--- config.mk ---
export PLATFORM = sky130hd
export DESIGN_NAME = alu_arith_seq_flat
export DESIGN_NICKNAME = d
export VERILOG_FILES = /design/src/rtl/alu_arith_pkg.sv /design/src/rtl/alu_arith_seq_if.sv /design/src/rtl/alu_iter_core.sv /design/src/rtl/alu_arith_seq.sv /design/src/flat_wrapper.sv
export SDC_FILE = /design/constraint.sdc
export NUM_CORES = 1
export LEC_CHECK = 0
export ABC_CLOCK_PERIOD_IN_PS = 8000
export BUFFER_PORTS_ARGS = -buffer_cell sky130_fd_sc_hd__buf_2
export CAP_MARGIN = 20
export CORE_UTILIZATION = 45
export DETAILED_ROUTE_END_ITERATION = 8
export GPL_TIMING_DRIVEN = 0
export HOLD_SLACK_MARGIN = 0.05
export SLEW_MARGIN = 0
export SYNTH_ARGS = -nofsm -noshare
export SYNTH_HDL_FRONTEND = slang
export SYNTH_HIERARCHICAL = 1
export SYNTH_SLANG_ARGS = --single-unit
--- constraint.sdc ---
create_clock -name clk -period 8 [get_ports clk]
set_input_delay 0.8 -clock clk [delete_from_list [all_inputs] [get_ports clk]]
set_output_delay 0.8 -clock clk [all_outputs]
set_load 0.05 [all_outputs]
--- src/rtl/alu_arith_pkg.sv ---
// rtl/alu_arith_pkg.sv - shared types and op-decode helpers for the sequential arithmetic unit
//
// Purpose: operation and FSM state enums plus small decode helpers used by
// alu_arith_seq and alu_iter_core.
// Ports: none (package).

package alu_arith_pkg;

    typedef enum logic [2:0] {
        OP_ADD  = 3'b000,
        OP_SUB  = 3'b001,
        OP_DIV  = 3'b010,
        OP_MUL  = 3'b011,
        OP_MOD  = 3'b100,
        OP_MULH = 3'b101
    } op_e;

    typedef enum logic [1:0] {
        S_IDLE,
        S_BUSY,
        S_DONE
    } state_e;

    // Raw 3-bit op field to op_e; the two unused codes alias to ADD.
    function automatic op_e decode_op(input logic [2:0] code);
        case (code)
            3'b001:  return OP_SUB;
            3'b010:  return OP_DIV;
            3'b011:  return OP_MUL;
            3'b100:  return OP_MOD;
            3'b101:  return OP_MULH;
            default: return OP_ADD;
        endcase
    endfunction

    function automatic logic is_iterative(input op_e o);
        return (o == OP_MUL) || (o == OP_MULH) || (o == OP_DIV) || (o == OP_MOD);
    endfunction

    function automatic logic is_divide(input op_e o);
        return (o == OP_DIV) || (o == OP_MOD);
    endfunction

endpackage

--- src/rtl/alu_arith_seq_if.sv ---
// rtl/alu_arith_seq_if.sv - operand/result handshake bundle for alu_arith_seq
//
// Purpose: groups the input handshake (in_valid/in_ready, a, b, op) and the
// output handshake (out_valid/out_ready, result and status flags).
// Modports: master = requester/consumer side, slave = the arithmetic unit.

interface alu_arith_seq_if #(
    parameter int N = 8
);
    logic         in_valid;
    logic         in_ready;
    logic [N-1:0] a;
    logic [N-1:0] b;
    logic [2:0]   op;
    logic         out_valid;
    logic         out_ready;
    logic [N-1:0] result;
    logic         cout;
    logic         ovf;
    logic         zero;
    logic         neg;
    logic         dz;

    modport master (
        output in_valid, a, b, op, out_ready,
        input  in_ready, out_valid, result, cout, ovf, zero, neg, dz
    );

    modport slave (
        input  in_valid, a, b, op, out_ready,
        output in_ready, out_valid, result, cout, ovf, zero, neg, dz
    );
endinterface

--- src/rtl/alu_iter_core.sv ---
// rtl/alu_iter_core.sv - one-bit-per-cycle shift-add multiplier / restoring divider
//
// Purpose: iterative datapath owned by the alu_arith_seq FSM.
// Ports:
//   clk, rst        clock, synchronous active-high reset
//   load            capture a, b, op and set the counter to N
//   step            perform one iteration (ignored when counter is 0)
//   op              operation being loaded (selects mul or div datapath)
//   a, b            operands (multiplicand/multiplier, dividend/divisor)
//   last            counter == 1: the current step is the final one
//   prod_next       2N-bit product after the current step
//   quot_next       quotient after the current step
//   rem_next        remainder after the current step

module alu_iter_core
    import alu_arith_pkg::*;
#(
    parameter int N = 8
) (
    input  logic           clk,
    input  logic           rst,
    input  logic           load,
    input  logic           step,
    input  op_e            op,
    input  logic [N-1:0]   a,
    input  logic [N-1:0]   b,
    output logic           last,
    output logic [2*N-1:0] prod_next,
    output logic [N-1:0]   quot_next,
    output logic [N-1:0]   rem_next
);
    localparam int CW = $clog2(N + 1);

    logic [2*N-1:0] p;
    logic [2*N-1:0] mcand;
    logic [N-1:0]   mplier;
    logic [N-1:0]   rem;
    logic [N-1:0]   dq;        // dividend shifts out at the top, quotient bits enter at the bottom
    logic [N-1:0]   divisor;
    logic [CW-1:0]  cnt;
    logic           div_sel;

    logic [N:0]     r_sh;
    logic           r_ge;

    assign prod_next = mplier[0] ? (p + mcand) : p;

    assign r_sh      = {rem, dq[N-1]};
    assign r_ge      = (r_sh >= {1'b0, divisor});
    // When r_ge holds the true difference is below divisor, so N bits suffice.
    assign rem_next  = r_ge ? (r_sh[N-1:0] - divisor) : r_sh[N-1:0];
    assign quot_next = {dq[N-2:0], r_ge};

    assign last      = (cnt == CW'(1));

    always_ff @(posedge clk) begin
        if (rst) begin
            p       <= '0;
            mcand   <= '0;
            mplier  <= '0;
            rem     <= '0;
            dq      <= '0;
            divisor <= '0;
            cnt     <= '0;
            div_sel <= 1'b0;
        end else if (load) begin
            p       <= '0;
            mcand   <= {{N{1'b0}}, a};
            mplier  <= b;
            rem     <= '0;
            dq      <= a;
            divisor <= b;
            cnt     <= CW'(N);
            div_sel <= is_divide(op);
        end else if (step && (cnt != '0)) begin
            cnt <= cnt - CW'(1);
            if (div_sel) begin
                rem <= rem_next;
                dq  <= quot_next;
            end else begin
                p      <= prod_next;
                mcand  <= mcand << 1;
                mplier <= mplier >> 1;
            end
        end
    end

endmodule

--- src/rtl/alu_arith_seq.sv ---
// rtl/alu_arith_seq.sv - sequential arithmetic unit: 1-cycle ADD/SUB, N-cycle MUL/MULH/DIV/MOD
//
// Purpose: accepts one operation in IDLE, computes it (directly or through
// alu_iter_core), holds result and registered flags in DONE until taken.
// Ports:
//   clk   clock
//   rst   synchronous active-high reset
//   bus   alu_arith_seq_if.slave: in_valid/in_ready, a, b, op,
//         out_valid/out_ready, result, cout, ovf, zero, neg, dz

module alu_arith_seq
    import alu_arith_pkg::*;
#(
    parameter int N = 8
) (
    input  logic             clk,
    input  logic             rst,
    alu_arith_seq_if.slave   bus
);
    state_e       state_q, state_d;
    op_e          op_q, op_d, op_in;
    logic [N-1:0] result_q, result_d;
    logic         cout_q, cout_d;
    logic         ovf_q, ovf_d;
    logic         zero_q, zero_d;
    logic         neg_q, neg_d;
    logic         dz_q, dz_d;
    logic         upd;

    logic           core_load;
    logic           core_step;
    logic           core_last;
    logic [2*N-1:0] prod_next;
    logic [N-1:0]   quot_next;
    logic [N-1:0]   rem_next;

    logic [N:0]     sum;
    logic [N:0]     diff;

    assign op_in = decode_op(bus.op);
    assign sum   = {1'b0, bus.a} + {1'b0, bus.b};
    assign diff  = {1'b0, bus.a} - {1'b0, bus.b};   // diff[N] is the borrow

    alu_iter_core #(.N(N)) u_core (
        .clk       (clk),
        .rst       (rst),
        .load      (core_load),
        .step      (core_step),
        .op        (op_in),
        .a         (bus.a),
        .b         (bus.b),
        .last      (core_last),
        .prod_next (prod_next),
        .quot_next (quot_next),
        .rem_next  (rem_next)
    );

    always_ff @(posedge clk) begin
        if (rst) begin
            state_q  <= S_IDLE;
            op_q     <= OP_ADD;
            result_q <= '0;
            cout_q   <= 1'b0;
            ovf_q    <= 1'b0;
            zero_q   <= 1'b0;
            neg_q    <= 1'b0;
            dz_q     <= 1'b0;
        end else begin
            state_q  <= state_d;
            op_q     <= op_d;
            result_q <= result_d;
            cout_q   <= cout_d;
            ovf_q    <= ovf_d;
            zero_q   <= zero_d;
            neg_q    <= neg_d;
            dz_q     <= dz_d;
        end
    end

    always_comb begin
        state_d   = state_q;
        op_d      = op_q;
        result_d  = result_q;
        cout_d    = cout_q;
        ovf_d     = ovf_q;
        dz_d      = dz_q;
        upd       = 1'b0;
        core_load = 1'b0;
        core_step = 1'b0;

        unique case (state_q)
            S_IDLE: begin
                if (bus.in_valid) begin
                    op_d = op_in;
                    if (is_iterative(op_in) && !(is_divide(op_in) && (bus.b == '0))) begin
                        core_load = 1'b1;
                        state_d   = S_BUSY;
                    end else begin
                        upd     = 1'b1;
                        state_d = S_DONE;
                        cout_d  = 1'b0;
                        ovf_d   = 1'b0;
                        dz_d    = 1'b0;
                        case (op_in)
                            OP_ADD: begin
                                result_d = sum[N-1:0];
                                cout_d   = sum[N];
                                ovf_d    = (bus.a[N-1] == bus.b[N-1]) && (sum[N-1] != bus.a[N-1]);
                            end
                            OP_SUB: begin
                                result_d = diff[N-1:0];
                                cout_d   = diff[N];
                                ovf_d    = (bus.a[N-1] != bus.b[N-1]) && (diff[N-1] != bus.a[N-1]);
                            end
                            default: begin
                                // Only DIV/MOD by zero reach here.
                                dz_d     = 1'b1;
                                result_d = (op_in == OP_DIV) ? {N{1'b1}} : bus.a;
                            end
                        endcase
                    end
                end
            end
            S_BUSY: begin
                core_step = 1'b1;
                if (core_last) begin
                    upd     = 1'b1;
                    state_d = S_DONE;
                    cout_d  = 1'b0;
                    ovf_d   = 1'b0;
                    dz_d    = 1'b0;
                    case (op_q)
                        OP_MUL: begin
                            result_d = prod_next[N-1:0];
                            cout_d   = |prod_next[2*N-1:N];
                        end
                        OP_MULH: begin
                            result_d = prod_next[2*N-1:N];
                            cout_d   = |prod_next[2*N-1:N];
                        end
                        OP_DIV:  result_d = quot_next;
                        default: result_d = rem_next;
                    endcase
                end
            end
            S_DONE: begin
                if (bus.out_ready) begin
                    state_d = S_IDLE;
                end
            end
            default: state_d = S_IDLE;
        endcase

        // zero/neg only change when a new result is registered, so the
        // cleared-by-reset values are not overwritten from result == 0.
        zero_d = upd ? (result_d == '0) : zero_q;
        neg_d  = upd ? result_d[N-1]    : neg_q;
    end

    assign bus.in_ready  = (state_q == S_IDLE);
    assign bus.out_valid = (state_q == S_DONE);
    assign bus.result    = result_q;
    assign bus.cout      = cout_q;
    assign bus.ovf       = ovf_q;
    assign bus.zero      = zero_q;
    assign bus.neg       = neg_q;
    assign bus.dz        = dz_q;

endmodule
--- src/flat_wrapper.sv ---
// flat-port wrapper written by rule: the top's interface ports become plain ports
module alu_arith_seq_flat import alu_arith_pkg::*;
#(
    parameter int N = 8
)
  (clk, rst, bus_in_valid, bus_a, bus_b, bus_op, bus_out_ready, bus_in_ready, bus_out_valid, bus_result, bus_cout, bus_ovf, bus_zero, bus_neg, bus_dz);
  alu_arith_seq_if #(.N(N)) bus_i ();
  input  logic clk;
  input  logic rst;
  input wire logic [$bits(bus_i.in_valid)-1:0] bus_in_valid;
  input wire logic [$bits(bus_i.a)-1:0] bus_a;
  input wire logic [$bits(bus_i.b)-1:0] bus_b;
  input wire logic [$bits(bus_i.op)-1:0] bus_op;
  input wire logic [$bits(bus_i.out_ready)-1:0] bus_out_ready;
  output wire logic [$bits(bus_i.in_ready)-1:0] bus_in_ready;
  output wire logic [$bits(bus_i.out_valid)-1:0] bus_out_valid;
  output wire logic [$bits(bus_i.result)-1:0] bus_result;
  output wire logic [$bits(bus_i.cout)-1:0] bus_cout;
  output wire logic [$bits(bus_i.ovf)-1:0] bus_ovf;
  output wire logic [$bits(bus_i.zero)-1:0] bus_zero;
  output wire logic [$bits(bus_i.neg)-1:0] bus_neg;
  output wire logic [$bits(bus_i.dz)-1:0] bus_dz;
  assign bus_i.in_valid = bus_in_valid;
  assign bus_i.a = bus_a;
  assign bus_i.b = bus_b;
  assign bus_i.op = bus_op;
  assign bus_i.out_ready = bus_out_ready;
  assign bus_in_ready = bus_i.in_ready;
  assign bus_out_valid = bus_i.out_valid;
  assign bus_result = bus_i.result;
  assign bus_cout = bus_i.cout;
  assign bus_ovf = bus_i.ovf;
  assign bus_zero = bus_i.zero;
  assign bus_neg = bus_i.neg;
  assign bus_dz = bus_i.dz;
  alu_arith_seq #(.N(N)) u_core (.clk(clk), .rst(rst), .bus(bus_i));
endmodule
==> summary.txt <==
Outcome
  – Status: completed

Run
  – Max-Cap Viols: 0

Yosys
  – Yosys top cell by area: dfxtp_1
  – Seq/Total Area, Yosys: 28.22%
  – Syn_area_per_cell: 7.985 sq um
  – Asr flop ratio synth: 0%
  – Number of synthesized flops with an enable pin: 0
  – Main flop type after synthesis: dfxtp_1
  – Post-Synthesis Cells: 773
  – Area share of the largest cell type after synthesis: 28.22%
  – Yosys Warn Count: 6
  – Mapped cell area: 6172 sq um
  – Netlist cell types: 77
  – Mapped Nets: 844
  – Leading cell types by total area after synthesis: dfxtp_1 28%, ha_1 8.9%, nand2_1 6.6%
  – Synthesized flop and latch total: 87

Floorplanning
  – Die Span X: 119.1 um
  – Die H: 119.1 um
  – Placeable Area: 13300 sq um
  – Io pins: 38
  – Die area: 14190 sq um
  – Initial Util: 46.42%
  – FP Rows: 42

Route
  – Remaining DRCs: 0
  – WL per Instance: 17.72 um
  – Final wirelength: 17.75 mm
  – Remaining antenna violation count: 0
  – Pre-Repair DR Iteration Count: 5
  – Vias per cell: 5.746
  – Iteration-0 DRC Markers: 577
  – Total number of vias: 5757

Critical path
  – CP arrival: 4.15 ns
  – CP endpoint kind: register
  – Top cell family by delay on the critical path: compound AO/OA/AOI/OAI gates
  – CP startpoint kind: register
  – Most numerous cell on the critical path: o21ai_0
  – RR Startpoint: u_core/u_core/mcand[0]
  – Crit Reg-Reg Endpoint: u_core/bus.zero
  – Worst endpoint required time: 8.29 ns
  – Crit-path max cell delay: 0.44 ns
  – Worst Path Buf+Inv: 0
  – CP max FO: 3
  – CP Cell Sequence: ha_1 > fa_1 > a211oi_1 > o21ai_0 > a21oi_1 > o21ai_0 > xor2_1 > mux2_2 > o221a_2 > a31oi_1 > o31a_1 > nand4_1 > nor4b_2 > a32o_1
  – Slowest CP cell: fa_1
  – Reg2reg path depth: 14
  – Setup slack, reg-to-reg: 4.14 ns
  – Kind of critical path: register to register

Timing
  – Fin Hold WS: 0.4642 ns
  – Slew headroom: 34.11%
  – Fin Clk Skew: 0.01137 ns
  – Fin crit share: 48.25%
  – Setup TNS: 0 ns
  – Unrepaired setup endpoints after global routing: no
  – Maximum clock frequency: 259.0 MHz
  – Setup-failing EPs final: 0
  – Minimum clock period: 3.860 ns
  – Slew Limit Fails: 0
  – Measured slew at the worst slew-check pin: 0.9809 ns
  – Final hold violations: 0

Power and ir drop
  – Total Power: 1187 uW
  – Pwr/cell area: 173.1 nW/um^2
  – Worst vdd ir: 0.1476 mV
  – Leakage: 0.002786 uW

Clock network
  – H-tree depth: 3
  – Root Driver: clkbuf_16
  – Reg clk slew, reported paths: 0.07 ns
  – CTS resizes: 0
  – CTS tree: built
  – Post-CTS Setup Repair Bufs: 0
  – Cts hold-fix bufs: 0
  – Clock latency on the worst-skew pair: 0.34 ns
  – CTS Buffer Depth: 2
  – CTS buffer count: 9
  – CTS Sinks: 87

Global routing
  – Largest net degree at the start of global routing: 15
  – Number of global-route vias before repair: 5358
  – Global-route wire length before repair: 28.28 mm
  – Initial antenna violation count: 0
  – GRT Total Usage: 25.53%
  – GRT Residual Overflow: 0

Cells and area
  – # nets final: 892
  – FF+latch area: 1742 sq um
  – Share of cells above drive strength 1: 13.44%
  – # diodes: 0
  – Multi-input gate area: 4064 sq um
  – Filler Cell Count: 1312
  – Area Overhead vs Synth: 11.05%

Worst hold path
  – Hold path startpoint: u_core/bus.dz
  – Hold Path End: u_core/bus.dz
  – Worst hold stages: 2
  – Hold WC Path Type: register to register

Placement
  – Port Buf Inserts: 37
  – Hpwl dp: 14.02 mm
  – Final Wtd Congestion: 0.8934
-- state kept, by name, indices dropped and copies added (netlist names) --
register               flops
u_core/u_core/dq           8
u_core/bus.result          8
u_core/bus.ovf             1
u_core/bus.zero            1
u_core/op_q                3
u_core/u_core/div_sel      1
u_core/bus.dz              1
u_core/bus.neg             1
u_core/bus.cout            1
u_core/u_core/mplier       8
u_core/u_core/p           16
u_core/u_core/cnt          4
u_core/u_core/mcand       16
u_core/u_core/rem          8
u_core/u_core/divisor      8
u_core/state_q             2
-- routing by layer --
layer,track usage [%],vias to the layer above,part of all wire [%]
met2,41.53,149,47
met4,6.408,0,1.5
met5,0,-,0
li1,-,2840,-
met3,3.784,14,5.0
met1,35.21,2754,46
-- final cells by class --
cell class              count  share of cell area, %
clock inverters             5                 0.4929
multi-input cells         604                  59.29
repair buffers             37                  2.702
clock buffers              11                  3.541
well taps                 176                  3.213
plain buffers              46                  3.377
inverters                  36                  1.972
flip-flops and latches     87                  25.41
-- worst max path at each step --
stage                            from                      to  slack [ns]  cells past startpoint
6_report       u_core/u_core/mcand[0]         u_core/bus.zero        4.14                     14
5_1_grt        u_core/u_core/mcand[0]         u_core/bus.zero        3.86                     14
4_1_cts                     bus_op[1]    u_core/u_core/rem[0]        4.21                     14
3_5_place_dp                bus_op[1]  u_core/u_core/mcand[9]        3.86                     14
3_3_place_gp                bus_op[1]    u_core/u_core/rem[0]        3.92                     14
2_1_floorplan      u_core/u_core/p[0]         u_core/bus.zero        4.76                     14
-- worst min-delay path, delay by kind of cell (launching register included) --
kind | cells | cell delay [ns]
flops | 1 | 0.31
simple gates | 1 | 0.06
compound gates | 1 | 0.06
-- power breakdown --
group	switching, uW	internal [uW]
Clock	180	219
Combinational	196	119
Sequential	17.6	455
-- kinds of logic after synthesis --
| group | synth area share [%] |
|---|---|
| DFF | 28.22 |
| buffers and inverters | 5.939 |
| AOI/OAI and AO/OA | 25.20 |
| adders and majority gates | 10.38 |
| xor gates and xnor gates | 3.689 |
| and+or+nand+nor | 19.89 |
| muxes | 6.690 |
-- cells in the mapped netlist (6+ instances only) --
cell type,count
a21oi_1,75
nand2_1,108
mux2i_1,21
nand2b_1,10
mux2_2,14
a211oi_1,14
nor2b_1,18
xor2_1,10
a31oi_1,18
a21o_1,8
nand3_1,8
o21ai_0,27
xnor2_1,16
o21bai_1,10
ha_1,44
inv_1,35
buf_4,10
nor3_1,16
a221oi_1,7
and2_1,6
clkbuf_1,25
dfxtp_1,87
nor2_1,74
-- layout by cell type, fill, tap and decap left out, types with 5 or more instances in the layout --
master,n
nand2_1,108
a21o_1,8
nor2b_1,18
inv_1,35
o211ai_1,5
clkbuf_1,26
a211oi_1,14
dfxtp_1,87
nor2_1,74
a221oi_1,7
mux2_2,14
nand2b_1,10
xor2_1,10
a21oi_1,75
clkbuf_16,9
a221o_1,5
mux2i_1,21
a31oi_1,18
xnor2_1,16
ha_1,44
o21bai_1,10
buf_4,10
o21ai_0,27
nor3_1,16
and2_1,6
nand3_1,8
buf_2,42
-- through the flow --
step | instance area, sq um | utilization, % | std cells | setup slack (ns)
final | 6854 | 51.55 | 1002 | 4.140
after global placement | 6578 | 49.47 | 986 | 3.920
after global routing | 6854 | 51.55 | 1002 | 3.858
after CTS | 6854 | 51.55 | 1002 | 4.214
after detailed placement | 6578 | 49.47 | 986 | 3.857
after floorplan | 6172 | - | 773 | 4.755
Power figures use the tool's default switching activity.
